<file path="src/rtl/fractal_sync_pkg.sv">
// Shared types and helpers for the fractal synchronization CAM blocks.
package fractal_sync_pkg;

  typedef enum logic [1:0] {
    IDLE   = 2'd0,
    LOOKUP = 2'd1,
    CHECK  = 2'd2,
    RESP   = 2'd3
  } ctrl_state_e;

  // Index width for an N-entry structure; never narrower than one bit.
  function automatic int lidx_width(input int n);
    return (n > 1) ? $clog2(n) : 1;
  endfunction

endpackage

</file>
<file path="src/rtl/fractal_sync_prio_enc.sv">
// Lowest-index-first priority encoder used for CAM hit and free-line selection.
module fractal_sync_prio_enc
  import fractal_sync_pkg::*;
#(
  parameter int N = 4
) (
  input  logic [N-1:0]              i_vec,
  output logic [lidx_width(N)-1:0]  o_idx,
  output logic                      o_valid
);

  localparam int IW = lidx_width(N);

  always_comb begin
    o_idx   = '0;
    o_valid = 1'b0;
    for (int unsigned i = 0; i < N; i++) begin
      if (i_vec[i] && !o_valid) begin
        o_idx   = IW'(i);
        o_valid = 1'b1;
      end
    end
  end

endmodule

</file>
<file path="src/rtl/fractal_sync_cam_ctrl.sv">
// Barrier-arrival sequencer for the fractal synchronization CAM: lookup,
// accumulate or allocate, completion detection, line clear and response.
module fractal_sync_cam_ctrl
  import fractal_sync_pkg::*;
#(
  parameter int SIG_WIDTH  = 8,
  parameter int DATA_WIDTH = 4,
  parameter int NUM_LINES  = 4
) (
  input  logic                  clk_i,
  input  logic                  rst_i,
  input  logic                  req_valid_i,
  output logic                  req_ready_o,
  input  logic [SIG_WIDTH-1:0]  req_sig_i,
  input  logic [DATA_WIDTH-1:0] req_src_i,
  input  logic [DATA_WIDTH-1:0] req_exp_i,
  output logic                  rsp_valid_o,
  input  logic                  rsp_ready_i,
  output logic [SIG_WIDTH-1:0]  rsp_sig_o,
  output logic                  rsp_err_o,
  output logic [NUM_LINES-1:0]  cam_we_o,
  output logic [NUM_LINES-1:0]  cam_clear_o,
  output logic                  cam_cacc_o,
  output logic [SIG_WIDTH-1:0]  cam_sig_o,
  output logic [DATA_WIDTH-1:0] cam_data_o,
  input  logic [NUM_LINES-1:0]  cam_free_i,
  input  logic [NUM_LINES-1:0]  cam_hit_i,
  input  logic [DATA_WIDTH-1:0] cam_data_i
);

  localparam int LIDX_W = lidx_width(NUM_LINES);

  ctrl_state_e           r_state;
  ctrl_state_e           w_state_nxt;
  logic [SIG_WIDTH-1:0]  r_sig;
  logic [DATA_WIDTH-1:0] r_src;
  logic [DATA_WIDTH-1:0] r_exp;
  logic [LIDX_W-1:0]     r_idx;
  logic                  r_rsp_valid;
  logic                  r_rsp_err;
  logic [SIG_WIDTH-1:0]  r_rsp_sig;

  logic [LIDX_W-1:0]     w_hit_idx;
  logic                  w_hit_any;
  logic [LIDX_W-1:0]     w_free_idx;
  logic                  w_free_any;
  logic                  w_accept;
  logic                  w_illegal;
  logic                  w_complete;
  logic                  w_idx_load;
  logic [LIDX_W-1:0]     w_idx_nxt;
  logic                  w_rsp_load;
  logic                  w_rsp_err;
  logic [SIG_WIDTH-1:0]  w_rsp_sig;

  fractal_sync_prio_enc #(.N(NUM_LINES)) u_hit_enc (
    .i_vec   (cam_hit_i),
    .o_idx   (w_hit_idx),
    .o_valid (w_hit_any)
  );

  fractal_sync_prio_enc #(.N(NUM_LINES)) u_free_enc (
    .i_vec   (cam_free_i),
    .o_idx   (w_free_idx),
    .o_valid (w_free_any)
  );

  assign w_accept   = req_valid_i && (r_state == IDLE);
  assign w_illegal  = (req_exp_i == '0) || ((req_src_i & ~req_exp_i) != '0);
  // cam_data_i already reflects the OR performed at the end of LOOKUP.
  assign w_complete = ((cam_data_i & r_exp) == r_exp);

  always_comb begin
    w_state_nxt = r_state;
    req_ready_o = 1'b0;
    cam_we_o    = '0;
    cam_clear_o = '0;
    cam_cacc_o  = 1'b0;
    cam_sig_o   = '0;
    cam_data_o  = '0;
    w_idx_load  = 1'b0;
    w_idx_nxt   = r_idx;
    w_rsp_load  = 1'b0;
    w_rsp_err   = 1'b0;
    w_rsp_sig   = r_sig;
    case (r_state)
      IDLE: begin
        req_ready_o = 1'b1;
        if (req_valid_i) begin
          if (w_illegal) begin
            w_state_nxt = RESP;
            w_rsp_load  = 1'b1;
            w_rsp_err   = 1'b1;
            w_rsp_sig   = req_sig_i;
          end else begin
            w_state_nxt = LOOKUP;
          end
        end
      end
      LOOKUP: begin
        cam_sig_o  = r_sig;
        cam_data_o = r_src;
        cam_cacc_o = 1'b1;
        if (w_hit_any) begin
          w_idx_load  = 1'b1;
          w_idx_nxt   = w_hit_idx;
          w_state_nxt = CHECK;
        end else if (w_free_any) begin
          w_idx_load  = 1'b1;
          w_idx_nxt   = w_free_idx;
          cam_we_o    = NUM_LINES'(1) << w_free_idx;
          w_state_nxt = CHECK;
        end else begin
          w_state_nxt = RESP;
          w_rsp_load  = 1'b1;
          w_rsp_err   = 1'b1;
        end
      end
      CHECK: begin
        cam_sig_o = r_sig;
        if (w_complete) begin
          cam_clear_o = NUM_LINES'(1) << r_idx;
          w_state_nxt = RESP;
          w_rsp_load  = 1'b1;
        end else begin
          w_state_nxt = IDLE;
        end
      end
      RESP: begin
        if (rsp_ready_i) w_state_nxt = IDLE;
      end
      default: w_state_nxt = IDLE;
    endcase
  end

  always_ff @(posedge clk_i or posedge rst_i) begin
    if (rst_i) begin
      r_state     <= IDLE;
      r_sig       <= '0;
      r_src       <= '0;
      r_exp       <= '0;
      r_idx       <= '0;
      r_rsp_valid <= 1'b0;
      r_rsp_err   <= 1'b0;
      r_rsp_sig   <= '0;
    end else begin
      r_state <= w_state_nxt;
      if (w_accept) begin
        r_sig <= req_sig_i;
        r_src <= req_src_i;
        r_exp <= req_exp_i;
      end
      if (w_idx_load) r_idx <= w_idx_nxt;
      if (w_rsp_load) begin
        r_rsp_valid <= 1'b1;
        r_rsp_err   <= w_rsp_err;
        r_rsp_sig   <= w_rsp_sig;
      end else if ((r_state == RESP) && rsp_ready_i) begin
        r_rsp_valid <= 1'b0;
      end
    end
  end

  assign rsp_valid_o = r_rsp_valid;
  assign rsp_err_o   = r_rsp_err;
  assign rsp_sig_o   = r_rsp_sig;

endmodule

</file>
<file path="config.mk">
export PLATFORM = sky130hd
export DESIGN_NAME = fractal_sync_cam_ctrl
export DESIGN_NICKNAME = d
export VERILOG_FILES = /design/src/rtl/fractal_sync_pkg.sv /design/src/rtl/fractal_sync_prio_enc.sv /design/src/rtl/fractal_sync_cam_ctrl.sv
export SDC_FILE = /design/constraint.sdc
export NUM_CORES = 1
export LEC_CHECK = 0
export ABC_AREA = 1
export CORE_UTILIZATION = 45
export CTS_CLUSTER_SIZE = 10
export DETAILED_ROUTE_END_ITERATION = 8
export PLACE_DENSITY = 0.8
export SKIP_CTS_REPAIR_TIMING = 1
export SLEW_MARGIN = 20
export SYNTH_ARGS = -nofsm -noshare
export SYNTH_HDL_FRONTEND = slang
export SYNTH_SLANG_ARGS = --single-unit
</file>
<file path="constraint.sdc">
create_clock -name clk_i -period 2 [get_ports clk_i]
set_input_delay 0.2 -clock clk_i [delete_from_list [all_inputs] [get_ports clk_i]]
set_output_delay 0.2 -clock clk_i [all_outputs]
set_load 0.02 [all_outputs]
</file>
# ---- After elaboration in Yosys (flattened, before gate mapping)
# Index checks and enable logic that the tools add are counted.
dict set report totals {
  word_cells 89
  ff_bits 30
  in_bits 32
  out_inout_bits 32
}
dict set report classes {
  reduce_logical 23
  n_eq_ne 6
  shift 2
  bitwise_logic 3
  mux 47
}
# cell n
set ops {}
lappend ops {{8-bit 2-to-1 mux} 4}
lappend ops {{1-bit 2-to-1 mux} 24}
lappend ops {{4-bit 2-to-1 mux} 6}
lappend ops {{2-bit 2-to-1 mux} 10}
lappend ops {{4-bit bitwise AND} 2}
lappend ops {{1-bit logical AND} 8}
lappend ops {{2-bit case mux with 4 select lines} 1}
lappend ops {{1-bit by 2-bit << shifter with 4-bit output (first input constant)} 2}
lappend ops {{1-bit logical NOT} 6}
lappend ops {{2-bit == test (second input constant)} 2}
lappend ops {{4-bit == test} 1}
lappend ops {{4-bit logical NOT} 1}
lappend ops {{2-bit inequality test (second input constant)} 2}
lappend ops {{4-bit NOT} 1}
lappend ops {{2-bit nonzero test} 2}
lappend ops {{4-bit nonzero test} 1}
lappend ops {{1-bit case mux with 3 select lines} 1}
lappend ops {{3-bit AND reduction} 1}
lappend ops {{2-bit by 1-bit == test with 1-bit output (second input constant)} 1}
lappend ops {{2-bit logical NOT} 1}
lappend ops {{1-bit case mux with 2 select lines} 1}
lappend ops {{2-bit AND reduction} 1}
lappend ops {{2-bit OR reduction} 1}
lappend ops {{1-bit logical OR} 1}

# ---- Logic depth before layout (Yosys ltp)
dict set report logic_depth {
  depth_word 14
  depth_mapped 11
  ltp_nobuf 10
}

# ---- By module
# A second synthesis with hierarchy kept.
dict set report hier_totals {
  hier_cells 266
  hier_area_um2 1855.5
}
# module cells_per_inst seq_area_each_um2 instances area_per_inst_um2
set by_module_without_submodules {}
lappend by_module_without_submodules {fractal_sync_cam_ctrl 248 750.7 1 1757.9}
lappend by_module_without_submodules {fractal_sync_prio_enc 9 0.0 2 48.8}

# ---- Least setup slack after synthesis
# OpenSTA, ideal clock, no wires.
dict set report synth_timing {
  path_kind {register -> register}
  startpoint {reg r_state[0]}
  endpoint {reg r_rsp_sig[6] (netlist: rsp_sig_o[6])}
  arrival_ns 1.663
  period_less_slack_ns 1.780
  slack_ns 0.220
  required_time_ns 1.882
  setup_time_ns 0.118
  n_path_buf 1
  stages_incl_launch_ff 11
  cell_sequence {dfrtp_1 -> inv_1 -> ha_1 -> nand2_1 -> inv_2 -> nand2_8 -> nand2_4 -> nand2_8 -> buf_12 -> nand2_2 -> nand2_1}
}
dict set report synth_between {
  elab_chain_len 2
  elab_cells_between_ends 5
  classes_between {eq/ne: 2; mux: 2; reduce/logical: 1}
}
# item line
set synth_rtl {}
lappend synth_rtl {{from (decl)} fractal_sync_cam_ctrl.sv:33} ;# ctrl_state_e r_state;
lappend synth_rtl {{from (signal assigned)} fractal_sync_cam_ctrl.sv:147} ;# r_state <= w_state_nxt;
lappend synth_rtl {{2-bit == test, or another cell as far along} fractal_sync_cam_ctrl.sv:86} ;# case (r_state)
lappend synth_rtl {{1-bit case mux with 3 select lines / 8-bit 2-to-1 mux (equally long branches)} fractal_sync_cam_ctrl.sv:86}
lappend synth_rtl {{to (signal assigned)} fractal_sync_cam_ctrl.sv:157} ;# r_rsp_sig <= w_rsp_sig;
lappend synth_rtl {{to (decl)} fractal_sync_cam_ctrl.sv:41} ;# logic [SIG_WIDTH-1:0] r_rsp_sig;
# Parallel ways exist; a longest one is shown, timed or not.
# A chain may end at the register's enable or synchronous reset.

# ---- Final worst setup path
dict set report layout_timing {
  startpoint {reg r_state[0]}
  endpoint {out cam_clear_o[0]}
}
dict set report layout_between {
  elab_chain_len 2
}
# item line
set layout_rtl {}
lappend layout_rtl {{2-bit == test} fractal_sync_cam_ctrl.sv:86}
lappend layout_rtl {{4-bit 2-to-1 mux} fractal_sync_cam_ctrl.sv:86}
lappend layout_rtl {{to (decl)} fractal_sync_cam_ctrl.sv:22} ;# output logic [NUM_LINES-1:0] cam_clear_o,
# Every way passes these cells.

==> results.toml <==
[status]
run_status = "finished, final reports clean"

[synth]
yosys_register_bits = 30
yosysWarnings = 0
synth_top_area_share = 0.415
ys_seq_area_frac = 0.415
yosys.area.top_type = "dfrtp_1"
synth_edf_count = 0
async_reset_ff_frac = 1.00
syn_area_per_cell_sq_um = 7.48
synth_cell_types = 25
syn_nets = 280
synth_ff_type = "dfrtp_1"
synth_area_sq_um = 1810
synth_area_leaders = "dfrtp_1 (41%), nand2_1 (15%), inv_1 (11%)"
netlist_instances = 242

[floorplan]
die_h_um = 65.4
core_sq_um = 3770
rows = 22
die_w_um = 65.4
dieArea_sq_um = 4280
io_pins = 64
initial_core_util = 0.480

[timing]
skew_ns = 0.00187
hold_viol_final = 0
slew_violations = 0
tns_ns = 0
min_period_ns = 1.90
fin_crit_sh = 0.949
max_freq_ghz = 0.527
setup_viol = 0
worst_pin_slew_ns = 0.384
relSlewSlack = 0.744
rsz0062_at_grt = "true"
fin_ws_ns = 0.102

[layout]
final_common_cell = "nand2_1"
layout.nets = 352
final_cell_mix = "nand2_1 (74), inv_1 (51), clkdlybuf4s50_1 (42)"
antenna-diode-count = 0
drive_gt1_frac = 0.121
syn2layout_area_growth_pct = 47.9

[setup_path]
cp_common_cell = "inv_1"
path_max_fanout = 4
cp_slowest_cell = "dfrtp_1"
cp.required_ns = 1.80
r2r_slack_ns = 0.41
startpoint_type = "flip-flop"
critPathCaptureType = "output pin"
path_cells = "inv_1, ha_1, nand3_1, nor2_1, inv_1, nor3_1, dlymetal6s2s_1"
r2r.worst_path.cells = 9
r2r_end = "rsp_sig_o[7]"
r2r_start = "r_state[1]"
critPathArrivalTime_ns = 1.70
critical_path_class = "reg -> out"
critPathMaxStageDelay_ns = 0.38

[clocking]
h-tree-depth = 2
cts-root-buf = "clkbuf_8"
clock_latency_ns = 0.28
clockBufferDepth = 2
clk_pin_slew_ns = 0.06
cts.sinks = 30
cts-buffers-inserted = 5
cts_tree = "done"

[power]
power_density_nw_per_um2 = 1370
ir_worst_vdd_mv = 0.686
leakage_nw = 1.71

[route]
avgViaCountPerCell = 4.71
finalWirelength_um = 4080
dr_total_vias = 1708
detail-route-antenna-nets = 0
drc = 0
drtPass1Iterations = 4
dr_wl_met2_um = 1990
drt_iter0_markers = 51
m1WireLength_um = 1860
dr_wl_met3_um = 174
wire_per_inst_um = 11.2
top_layer = "met4"

[placement]
dpl.hpwl_um = 3010
place_ws_ns = -0.0421
port_buffers = 63
place.gp.congestion = 0.763

[global_route]
grt_usage = 0.210
grt_max_degree = 31
antenna_found_initial = 0
grt_pass1_vias = 1566
grt_pass1_wl_um = 6820
grt-ovfl-total = 0

[min_path]
worstHoldPathType = "in -> async"

[job]
drv_cap = 0
-- sequential cells by signal, indices dropped and copies added, names as in the netlist --
| register | count |
|---|---|
| rsp_valid_o | 1 |
| r_sig | 8 |
| r_src | 4 |
| r_state | 2 |
| rsp_err_o | 1 |
| rsp_sig_o | 8 |
| r_exp | 4 |
| r_idx | 2 |
-- metrics by stage --
| stage | hold WS (ns) | util | std cells | total power, mW | area, sq um |
|---|---|---|---|---|---|
| after floorplan | 0.291 | - | 242 | 2.38 | 1810 |
| after global placement | 0.465 | 0.667 | 355 | 3.12 | 2520 |
| after detailed placement | 0.468 | 0.667 | 355 | 3.16 | 2520 |
| after CTS | 0.305 | 0.691 | 363 | 3.67 | 2610 |
| after global routing | 0.349 | 0.709 | 363 | 3.98 | 2680 |
| final | 0.295 | 0.709 | 363 | 3.66 | 2680 |
-- how the worst max path moves through the flow --
stage                        from        endpoint  slack, ns  cells after the start
floorplan              r_state[0]    rsp_sig_o[6]       0.22                     10
global placement    cam_data_i[3]  cam_clear_o[2]     -0.003                      8
detailed placement  cam_data_i[2]  cam_clear_o[0]      -0.04                      8
CTS                    r_state[0]  cam_clear_o[0]      -0.26                      7
global route           r_state[0]  cam_clear_o[1]      -0.08                      7
finish                 r_state[0]  cam_clear_o[0]       0.10                      7
-- critical path, delay by kind of cell, from the launching register on --
family        cells  cell delay, ns
simple gates      3            0.38
buf+inv           3            0.49
fa+ha+maj         1            0.17
flops             1            0.38
-- routing by layer --
| metal | GRT usage | vias to the layer above |
|---|---|---|
| met3 | 0.0538 | 5 |
| li1 | - | 878 |
| met4 | 0.0652 | 0 |
| met5 | 0 | - |
| met2 | 0.340 | 38 |
| met1 | 0.274 | 787 |
-- cells in the mapped netlist (2+ instances only) --
| cell type | n |
|---|---|
| nand3_1 | 15 |
| o21ai_0 | 14 |
| nor2_4 | 2 |
| nand2_4 | 2 |
| nor2_1 | 10 |
| ha_1 | 6 |
| dfrtp_1 | 30 |
| inv_1 | 51 |
| nor3_1 | 4 |
| nand2_1 | 74 |
| nor2_2 | 4 |
| a21oi_1 | 2 |
| nand2_8 | 2 |
| o21ai_2 | 7 |
| o21ai_1 | 6 |
| nand2_2 | 2 |
| clkbuf_1 | 3 |
-- report_power, final --
group	internal [mW]	total, mW	leakage, nW	switching, mW
clock network	0.277	0.496	0.0482	0.219
registers	0.890	1.06	0.375	0.170
logic	0.910	2.10	1.28	1.19
total	2.08	3.66	1.71	1.58
-- cell families (layout without fill, tap and decap cells) --
logic type      Yosys count  count (layout)  synth area share
simple gates            116             116             0.304
buf+inv                  57             130             0.128
compound gates           33              33             0.111
flops                    30              30             0.415
fa+ha+maj                 6               6            0.0415
-- layout make-up --
class	count	area (sq um)
inverters	52	195
fillers	312	1100
clock inverters	1	5.00
flip-flops and latches	30	751
multi-input cells	155	842
clock buffers	7	86.3
well taps	48	60.1
repair buffers	70	736
(Power assumes the default switching activity.)
